File: config.mk
export PLATFORM = sky130hd
export DESIGN_NAME = pad_mux_ctrl
export DESIGN_NICKNAME = d
export VERILOG_FILES = /design/src/rtl/pad_mux_pkg.sv /design/src/rtl/pad_mux_guard.sv /design/src/rtl/pad_mux_ctrl.sv
export SDC_FILE = /design/constraint.sdc
export NUM_CORES = 2
export LEC_CHECK = 0
export ABC_AREA = 1
export BUFFER_PORTS_ARGS = -buffer_cell sky130_fd_sc_hd__buf_2
export CORE_AREA = 2 2 439 441
export DETAILED_ROUTE_END_ITERATION = 10
export DIE_AREA = 0 0 441 443
export HOLD_SLACK_MARGIN = 0.08
export PLACE_DENSITY = 0.52
export SLEW_MARGIN = 20
export SYNTH_ARGS = -nofsm -noshare
export SYNTH_HDL_FRONTEND = slang
export SYNTH_HIERARCHICAL = 1
export SYNTH_SLANG_ARGS = --single-unit
File: constraint.sdc
create_clock -name clk_i -period 2.7 [get_ports clk_i]
set_clock_uncertainty 0.2 [all_clocks]
set_input_delay 0.27 -clock clk_i [delete_from_list [all_inputs] [get_ports clk_i]]
set_output_delay 0.27 -clock clk_i [all_outputs]
set_load 0.02 [all_outputs]
File: src/rtl/pad_mux_pkg.sv
// Shared register layout, guard FSM encoding and select saturation for the pad multiplexer.
package pad_mux_pkg;

    localparam int SEL_LSB   = 0;
    localparam int CFG_LSB   = 8;
    localparam int LOCK_BIT  = 30;
    localparam int GUARD_BIT = 31;

    typedef enum logic {
        ACTIVE = 1'b0,
        GUARD  = 1'b1
    } guard_state_e;

    // Clamp an 8-bit select field to the highest implemented alternate.
    function automatic logic [7:0] sat_sel(input logic [7:0] raw, input int n_alt);
        if ({24'b0, raw} >= 32'(n_alt)) begin
            return 8'(n_alt - 1);
        end
        return raw;
    endfunction

endpackage

File: src/rtl/pad_mux_guard.sv
// Per-pad switchover guard: blanks the pad for GUARD_CYCLES cycles after each select change.
module pad_mux_guard
    import pad_mux_pkg::*;
#(
    parameter int GUARD_CYCLES = 4
) (
    input  logic clk_i,
    input  logic rst_i,
    input  logic sel_change_i,
    output logic guard_o
);

    localparam logic [7:0] RELOAD = 8'((GUARD_CYCLES > 0) ? GUARD_CYCLES - 1 : 0);

    guard_state_e state_q, state_d;
    logic [7:0]   cnt_q, cnt_d;

    always_ff @(posedge clk_i) begin
        if (rst_i) begin
            state_q <= ACTIVE;
            cnt_q   <= '0;
        end else begin
            state_q <= state_d;
            cnt_q   <= cnt_d;
        end
    end

    // A new select change wins over an expiring window and restarts it.
    always_comb begin
        state_d = state_q;
        cnt_d   = cnt_q;
        if (sel_change_i && (GUARD_CYCLES > 0)) begin
            state_d = GUARD;
            cnt_d   = RELOAD;
        end else if (state_q == GUARD) begin
            if (cnt_q == 8'd0) begin
                state_d = ACTIVE;
            end else begin
                cnt_d = cnt_q - 8'd1;
            end
        end
    end

    assign guard_o = (state_q == GUARD);

endmodule

File: src/rtl/pad_mux_ctrl.sv
// Register-programmable pad multiplexer with per-pad lock and switchover blanking.
// Config port: a transfer is accepted on any edge with cfg_req_i=1 (grant is always 1); cfg_rvalid_o pulses the next cycle for reads and writes.
module pad_mux_ctrl
    import pad_mux_pkg::*;
#(
    parameter int   N_PADS       = 48,
    parameter int   N_ALT        = 4,
    parameter int   CFG_W        = 6,
    parameter int   GUARD_CYCLES = 4,
    parameter logic IN_DEFAULT   = 1'b0,
    localparam int  SEL_W        = $clog2(N_ALT),
    localparam int  ADDR_W       = (N_PADS > 1) ? $clog2(N_PADS) : 1
) (
    input  logic                               clk_i,
    input  logic                               rst_i,
    input  logic                               cfg_req_i,
    input  logic                               cfg_we_i,
    input  logic [ADDR_W-1:0]                  cfg_addr_i,
    input  logic [31:0]                        cfg_wdata_i,
    output logic                               cfg_gnt_o,
    output logic                               cfg_rvalid_o,
    output logic [31:0]                        cfg_rdata_o,
    input  logic [N_ALT-1:0][N_PADS-1:0]       periph_out_i,
    input  logic [N_ALT-1:0][N_PADS-1:0]       periph_oe_i,
    output logic [N_ALT-1:0][N_PADS-1:0]       periph_in_o,
    output logic [N_PADS-1:0]                  pad_out_o,
    output logic [N_PADS-1:0]                  pad_oe_o,
    input  logic [N_PADS-1:0]                  pad_in_i,
    output logic [N_PADS-1:0][CFG_W-1:0]       pad_cfg_o,
    output logic [N_PADS-1:0]                  guard_active_o
);

    logic [N_PADS-1:0][SEL_W-1:0] sel_q, sel_d;
    logic [N_PADS-1:0][CFG_W-1:0] cfg_q, cfg_d;
    logic [N_PADS-1:0]            lock_q, lock_d;
    logic [N_PADS-1:0]            wr_hit, sel_change, guard;
    logic                         rvalid_q;
    logic [31:0]                  rdata_q, rdata_d;
    logic [7:0]                   wr_sel_sat, sel_ext, cfg_ext;
    logic [SEL_W-1:0]             wr_sel;
    logic                         unused_wdata;

    assign wr_sel_sat   = sat_sel(cfg_wdata_i[SEL_LSB +: 8], N_ALT);
    assign wr_sel       = wr_sel_sat[SEL_W-1:0];
    assign unused_wdata = ^{cfg_wdata_i[31], cfg_wdata_i[29:16], cfg_wdata_i[15:8], wr_sel_sat};

    always_ff @(posedge clk_i) begin
        if (rst_i) begin
            sel_q    <= '0;
            cfg_q    <= '0;
            lock_q   <= '0;
            rvalid_q <= 1'b0;
            rdata_q  <= '0;
        end else begin
            sel_q    <= sel_d;
            cfg_q    <= cfg_d;
            lock_q   <= lock_d;
            rvalid_q <= cfg_req_i;
            rdata_q  <= rdata_d;
        end
    end

    // Locked pads never match, which also makes lock set-only until reset.
    always_comb begin
        sel_d      = sel_q;
        cfg_d      = cfg_q;
        lock_d     = lock_q;
        wr_hit     = '0;
        sel_change = '0;
        for (int p = 0; p < N_PADS; p++) begin
            wr_hit[p] = cfg_req_i && cfg_we_i && !lock_q[p] && (cfg_addr_i == ADDR_W'(p));
            if (wr_hit[p]) begin
                sel_change[p] = (wr_sel != sel_q[p]);
                sel_d[p]      = wr_sel;
                cfg_d[p]      = cfg_wdata_i[CFG_LSB +: CFG_W];
                lock_d[p]     = cfg_wdata_i[LOCK_BIT];
            end
        end
    end

    always_comb begin
        rdata_d = '0;
        sel_ext = '0;
        cfg_ext = '0;
        if (cfg_req_i && !cfg_we_i) begin
            for (int p = 0; p < N_PADS; p++) begin
                if (cfg_addr_i == ADDR_W'(p)) begin
                    sel_ext[SEL_W-1:0]     = sel_q[p];
                    cfg_ext[CFG_W-1:0]     = cfg_q[p];
                    rdata_d[SEL_LSB +: 8]  = sel_ext;
                    rdata_d[CFG_LSB +: 8]  = cfg_ext;
                    rdata_d[LOCK_BIT]      = lock_q[p];
                    rdata_d[GUARD_BIT]     = guard[p];
                end
            end
        end
    end

    for (genvar p = 0; p < N_PADS; p++) begin : gen_guard
        pad_mux_guard #(
            .GUARD_CYCLES(GUARD_CYCLES)
        ) u_guard (
            .clk_i       (clk_i),
            .rst_i       (rst_i),
            .sel_change_i(sel_change[p]),
            .guard_o     (guard[p])
        );
    end

    // Guarded pads are tri-stated and every alternate sees the idle input level.
    always_comb begin
        pad_out_o   = '0;
        pad_oe_o    = '0;
        periph_in_o = {(N_ALT * N_PADS){IN_DEFAULT}};
        for (int p = 0; p < N_PADS; p++) begin
            if (!guard[p]) begin
                pad_out_o[p]             = periph_out_i[sel_q[p]][p];
                pad_oe_o[p]              = periph_oe_i[sel_q[p]][p];
                periph_in_o[sel_q[p]][p] = pad_in_i[p];
            end
        end
    end

    assign cfg_gnt_o      = 1'b1;
    assign cfg_rvalid_o   = rvalid_q;
    assign cfg_rdata_o    = rdata_q;
    assign pad_cfg_o      = cfg_q;
    assign guard_active_o = guard;

endmodule

* Yosys cells after proc, flatten, opt, wreduce, memory -nomap -nowiden
Index checks and enable logic that the tools add are counted.
** Operators by class
- Muxes and demuxes :: 914
- Add/sub/neg operators :: 48
- Bitwise gates (word level) :: 50
- Reduce and logical (&&, ||, !) cells :: 438
- Equality and inequality tests :: 143
- Magnitude comparators :: 97
** Operator list (count)
- binary-select mux 48 bit (select 2 bit) :: 96
- two-way mux 192 bit :: 48
- bitwise mux 192 bit :: 47
- demux 48 bit (select 2 bit) :: 48
- two-way mux 16 bit :: 50
- two-way mux 2 bit :: 197
- logical NOT 8 bit :: 48
- subtractor 8 x 1 -> 8 bit, second input constant :: 48
- two-way mux 1 bit :: 292
- bitwise AND 192 bit :: 1
- AND reduction 2 bit :: 96
- logical AND 1 bit :: 146
- less-than comparator 2 x 3 -> 1 bit, second input constant :: 48
- two-way mux 48 bit :: 3
- two-way mux 47 bit :: 3
- two-way mux 46 bit :: 3
- two-way mux 45 bit :: 3
- two-way mux 44 bit :: 3
- two-way mux 43 bit :: 3
- two-way mux 42 bit :: 3
- two-way mux 41 bit :: 3
- two-way mux 40 bit :: 3
- two-way mux 39 bit :: 3
- two-way mux 38 bit :: 3
- 50 further kinds :: 492
** Storage, ports and cells
- Word-level logic and storage cells :: 1982
- Output and inout bits :: 658
- Flip-flop bits (word level) :: 897
- Input port bits :: 474

* Longest topological paths before layout
- Depth in word-level cells :: 100
- Depth in mapped cells :: 32

* By module
The synthesis kept the hierarchy.
** By module, submodules not included
- pad_mux_ctrl :: cells each 3899, sequential area each 8868.5 um^2, instances 1, area an instance 24878.9 um^2
- pad_mux_guard at gen_guard[0].u_guard ... :: cells each 76, sequential area each 180.2 um^2, instances 34, area an instance 510.5 um^2
- pad_mux_guard at gen_guard[40].u_guard ... :: cells each 76, sequential area each 180.2 um^2, instances 12, area an instance 525.5 um^2
- pad_mux_guard at gen_guard[3].u_guard ... :: cells each 75, sequential area each 180.2 um^2, instances 2, area an instance 498.0 um^2

* Worst setup path after synthesis
No wires, ideal clock.
- Kind :: input to register
- From :: input cfg_addr_i[4]
- To :: register gen_guard[28].u_guard.cnt_q[2]
- Data arrival time :: 2.472 ns
- Required time :: 2.376 ns
- Slack :: -0.096 ns
- Cell stages on the path :: 12
- Path through :: inv_1 > nor2_1 > clkinv_1 > buf_1 > nor2_1 > inv_1 > nor3_1 > clkbuf_1 > o31a_1 > or2_2 > buf_1 > a21oi_1
** Between the ends
- Longest elaborated chain between the ends :: 4
** Ends and longest elaborated chain
- start: declaration :: RTL line pad_mux_ctrl.sv:18 : input logic [ADDR_W-1:0] cfg_addr_i,
- equality test 6 x 5 -> 1 bit :: RTL line pad_mux_ctrl.sv:71 : wr_hit[p] = cfg_req_i && cfg_we_i && !lock_q[p] && (cfg_addr_i == ADDR_W'(p));
- logical AND 1 bit :: RTL line pad_mux_ctrl.sv:71
- two-way mux 1 bit :: RTL line pad_mux_ctrl.sv:72 : if (wr_hit[p]) begin
- named net sel_change[28] :: RTL line pad_mux_ctrl.sv:36 : logic [N_PADS-1:0] wr_hit, sel_change, guard;
- OR reduction 2 bit (no line)
- end signal: assignment :: RTL line pad_mux_guard.sv:24 : cnt_q <= cnt_d;
- end: declaration :: RTL line pad_mux_guard.sv:16 : logic [7:0] cnt_q, cnt_d;
The timed path passes the listed nets, and every way through them passes these cells.
A chain may end at the register's enable or synchronous reset.

* Worst setup path after layout
- From :: register sel_q[2] in the netlist's numbering
- To :: register rdata_q[0], in the netlist cfg_rdata_o[0]
** Between the ends
- Longest elaborated chain between the ends :: 47
** Ends and longest elaborated chain
- start: declaration :: RTL line pad_mux_ctrl.sv:33 : logic [N_PADS-1:0][SEL_W-1:0] sel_q, sel_d;
- start signal: assignment :: RTL line pad_mux_ctrl.sv:55 : sel_q <= sel_d;
- two-way mux 16 bit (47 in a row) :: RTL line pad_mux_ctrl.sv:87 : if (cfg_addr_i == ADDR_W'(p)) begin
- end signal: assignment :: RTL line pad_mux_ctrl.sv:59 : rdata_q <= rdata_d;
- end: declaration :: RTL line pad_mux_ctrl.sv:38 : logic [31:0] rdata_q, rdata_d;
Every way passes these cells.

==> impl_metrics.csv <==
group,metric,value,unit
drt,viasPerCell,4.90,
floorplan,die_w,441,um
critical_path,reg2reg_setup_slack,-1.28,ns
floorplan,die_h,443,um
pwr,internal-power,0.0230,W
floorplan,rows,161,
synth,yosysWarnings,6,
grt,grt_pass1_vias,52900,
grt,grtUsageTotal,25.1,%
critical_path,path_common_cell,"nand4_1",
synth,synth-simple-area-share,32.1,%
cts,root_buffer,"clkbuf_16",
place,dpl_cell_area,0.0623,mm2
synth,synthMuxAreaShare,0,%
critical_path,worstSetupPathType,"reg -> reg",
pwr,seqPwrFrac,42.1,%
layout,most-common-layout-cells,"nand2_1, buf_2, a21oi_1, dfxtp_1, inv_1",
synth,ys_seq_elements,875,
drt,first_pass_iters,6,
critical_path,critPathMaxFanout,2,
floorplan,core-area,0.191,mm2
cts,cts_buffer_depth,3,
layout,fin_nets,9697,
critical_path,cp.arrival,4.45,ns
drt,routed_wl,258000,um
layout,fin_cells,11700,
layout,area_growth_syn_to_layout,36.0,%
critical_path,rr_startpoint,"sel_q[2]$_SDFFE_PP0P_",
cts,cts_buffers,108,
timing,max_freq,0.251,GHz
outcome,outcome,"complete, but fails checks",
pwr,p_switching,0.00786,W
layout,finalInstanceArea,0.0674,mm2
timing,setup_ws,-1.28,ns
drt,vias,57600,
synth,synth.distinct_cells,38,
pwr,powerDensity,458,mW/mm2
layout,fin_util,35.2,%
critical_path,slowest_stage,"dfxtp_2",
critical_path,cp_data_required_time,3.17,ns
floorplan,ios,1132,
drt,dr.first_iter.drc_count,4421,
critical_path,ff2ff_path_depth,28,
timing,rsz0062_at_grt,"true",
timing,finalCritPeriodShare,147,%
pwr,max-vdd-ir-drop,0.477,mV
cts,tritoncts,"done",
critical_path,crit_path_start_kind,"register",
synth,synth_fa_ha_area_share,2.37,%
drt,route.detailed.drc,0,
cts,cts_max_level,3,
timing,hold_violations,0,
synth,synth_area_per_cell,6.57,um2
cts,clk_latency,0.77,ns
timing,hold_slack,0.142,ns
pwr,swShare,25.5,%
synth,synth_top_family_by_area,"simple AND/OR/NAND/NOR gates",
outcome,violations,"setup timing",
floorplan,initial_utilization,25.9,%
grt,overflow,0,
floorplan,die-area,0.195,mm2
place,gp_congestion,1.07,
place,hpwl,207000,um
hold_path,hp-class,"in -> reg",
critical_path,endpoint,"cfg_rdata_o[0]$_SDFF_PP0_",
timing,slew_violations,0,
timing,setup_violations,12,
critical_path,max_stage_delay,0.32,ns
layout,drive_gt1_share,27.1,%
critical_path,critPathLaunch,"sel_q[2]$_SDFFE_PP0P_",
pwr,p_leak,29.8,nW
synth,synth-compound-area-share,18.7,%
hold_path,hold_start,"cfg_addr_i[5]",
timing,fin_crit,3.98,ns
pwr,clockPowerShare,50.8,%
synth,yosysSeqAreaShare,35.4,%
grt,grt_max_degree,96,
pwr,pwr-share-comb,7.1,%
synth,synth_xor_area_share,2.72,%
timing,maxSlewHeadroom,29.1,%
grt,antenna_found_initial,21,
cts,clk_pin_slew,0.06,ns
drt,routedWlPerCell,21.9,um
layout,layout_commonest_cell,"nand2_1",
grt,grt_pass1_wl,362000,um
place,port_buffers,1091,
critical_path,cp-end-kind,"register",
cts,cts_sinks,875,
run,cap_viol_max_count,0,
critical_path,worstReg2RegEnd,"cfg_rdata_o[0]$_SDFF_PP0_",
synth,syn_area,0.0495,mm2
synth,syn_inst,7545,
layout,fillers,20400,
timing,tightest_slew,1.06,ns
drt,postRouteAntennaNets,0,
place,post-place-cells,11500,
-- registers in the layout, indices dropped and copies added, names as in the netlist --
name	count
gen_guard.u_guard/cnt_q	384
cfg_rvalid_o	1
cfg_rdata_o	10
gen_guard.u_guard/guard_o	48
lock_q	48
sel_q	96
pad_cfg_o	288
-- cells by family after synthesis --
family | count (synthesis)
buf+inv | 1124
fa+ha+maj | 94
compound gates | 1624
other cells | 2
simple gates | 3672
xor+xnor | 154
flops | 875
-- worst max-delay path, delay by kind of cell (launching register included) --
kind	cells	cell delay (ns)
AND/OR/NAND/NOR	27	3.33
flip-flops	1	0.32
buffers and inverters	1	0.04
-- layer usage --
metal | wire (um) | track usage (%) | vias up
met3 | 14200 | 4.07 | 443
li1 | - | - | 28100
met2 | 122000 | 42.0 | 1859
met4 | 16700 | 14.8 | 2
met5 | 13 | 0 | -
met1 | 105000 | 30.2 | 27200
-- synthesized netlist by cell type, drive strengths merged --
library cell | instances | area, um2
conb | 2 | 7.51
a22oi | 96 | 721
a21oi | 863 | 4320
a41oi | 38 | 333
clkbuf | 255 | 958
nor3 | 212 | 1130
clkinv | 4 | 15.0
xnor2 | 96 | 841
a211oi | 24 | 180
nand3b | 1 | 7.51
inv | 782 | 2940
nand3 | 484 | 2430
o21ai | 496 | 3020
nand4 | 188 | 1180
ha | 94 | 1180
or4 | 1 | 7.51
or2 | 98 | 613
dfxtp | 875 | 17500
buf | 83 | 442
nor2 | 710 | 2970
xor2 | 58 | 508
o31a | 5 | 43.8
nand2 | 1978 | 7550
a31oi | 102 | 638
-- worst min-delay path by stage --
stage,end,slack [ns],cells past startpoint
after CTS,lock_q[21]$_SDFFE_PP0P_,0.08,8
after global routing,lock_q[21]$_SDFFE_PP0P_,0.18,8
final,lock_q[9]$_SDFFE_PP0P_,0.14,8
after global placement,lock_q[23]$_SDFFE_PP0P_,0.25,2
after detailed placement,pad_cfg_o[156]$_SDFFE_PP0P_,0.25,2
after floorplan,gen_guard[0].u_guard/cnt_q[0]$_SDFFE_PP0P_,0.14,1
-- stage by stage --
stage	power, W	setup slack [ns]	TNS [ns]
5_1_grt	0.0318	-1.43	-11.85
3_3_place_gp	0.0154	-1.76	-86.71
6_report	0.0308	-1.28	-9.17
2_1_floorplan	0.0141	-0.0331	-0.106
3_5_place_dp	0.0154	-1.78	-90.58
4_1_cts	0.0312	-1.22	-9.67
-- power groups by stage --
| stage | Sequential (W) | Combinational (W) | Clock, W |
|---|---|---|---|
| detailed placement | 0.0133 | 0.00213 | 0 |
| global placement | 0.0133 | 0.00213 | 0 |
| floorplan | 0.0133 | 0.000871 | 0 |
| finish | 0.0130 | 0.00220 | 0.0157 |
| global route | 0.0130 | 0.00234 | 0.0165 |
| CTS | 0.0130 | 0.00219 | 0.0160 |
-- final cells by class --
| class | instances | area, um2 | share of cell area, % |
|---|---|---|---|
| multi-input cells | 5567 | 28400 | 42.1 |
| flip-flops and latches | 875 | 17600 | 26.1 |
| repair buffers | 1791 | 11400 | 17.0 |
| well taps | 2526 | 3160 | 4.69 |
| clock buffers | 146 | 3060 | 4.54 |
| inverters | 786 | 3010 | 4.47 |
| clock inverters | 49 | 733 | 1.09 |
| diodes | 9 | 22.5 | 0.0334 |
-- what timing repair did --
action,in CTS,in global routing
gates resized for setup,170,73
hold endpoints to repair,374,0
hold buffers,24,0
setup buffers,20,9
setup endpoints to repair,59,53
pin swaps,22,23
Note: power is estimated with default switching activity, not from simulation.
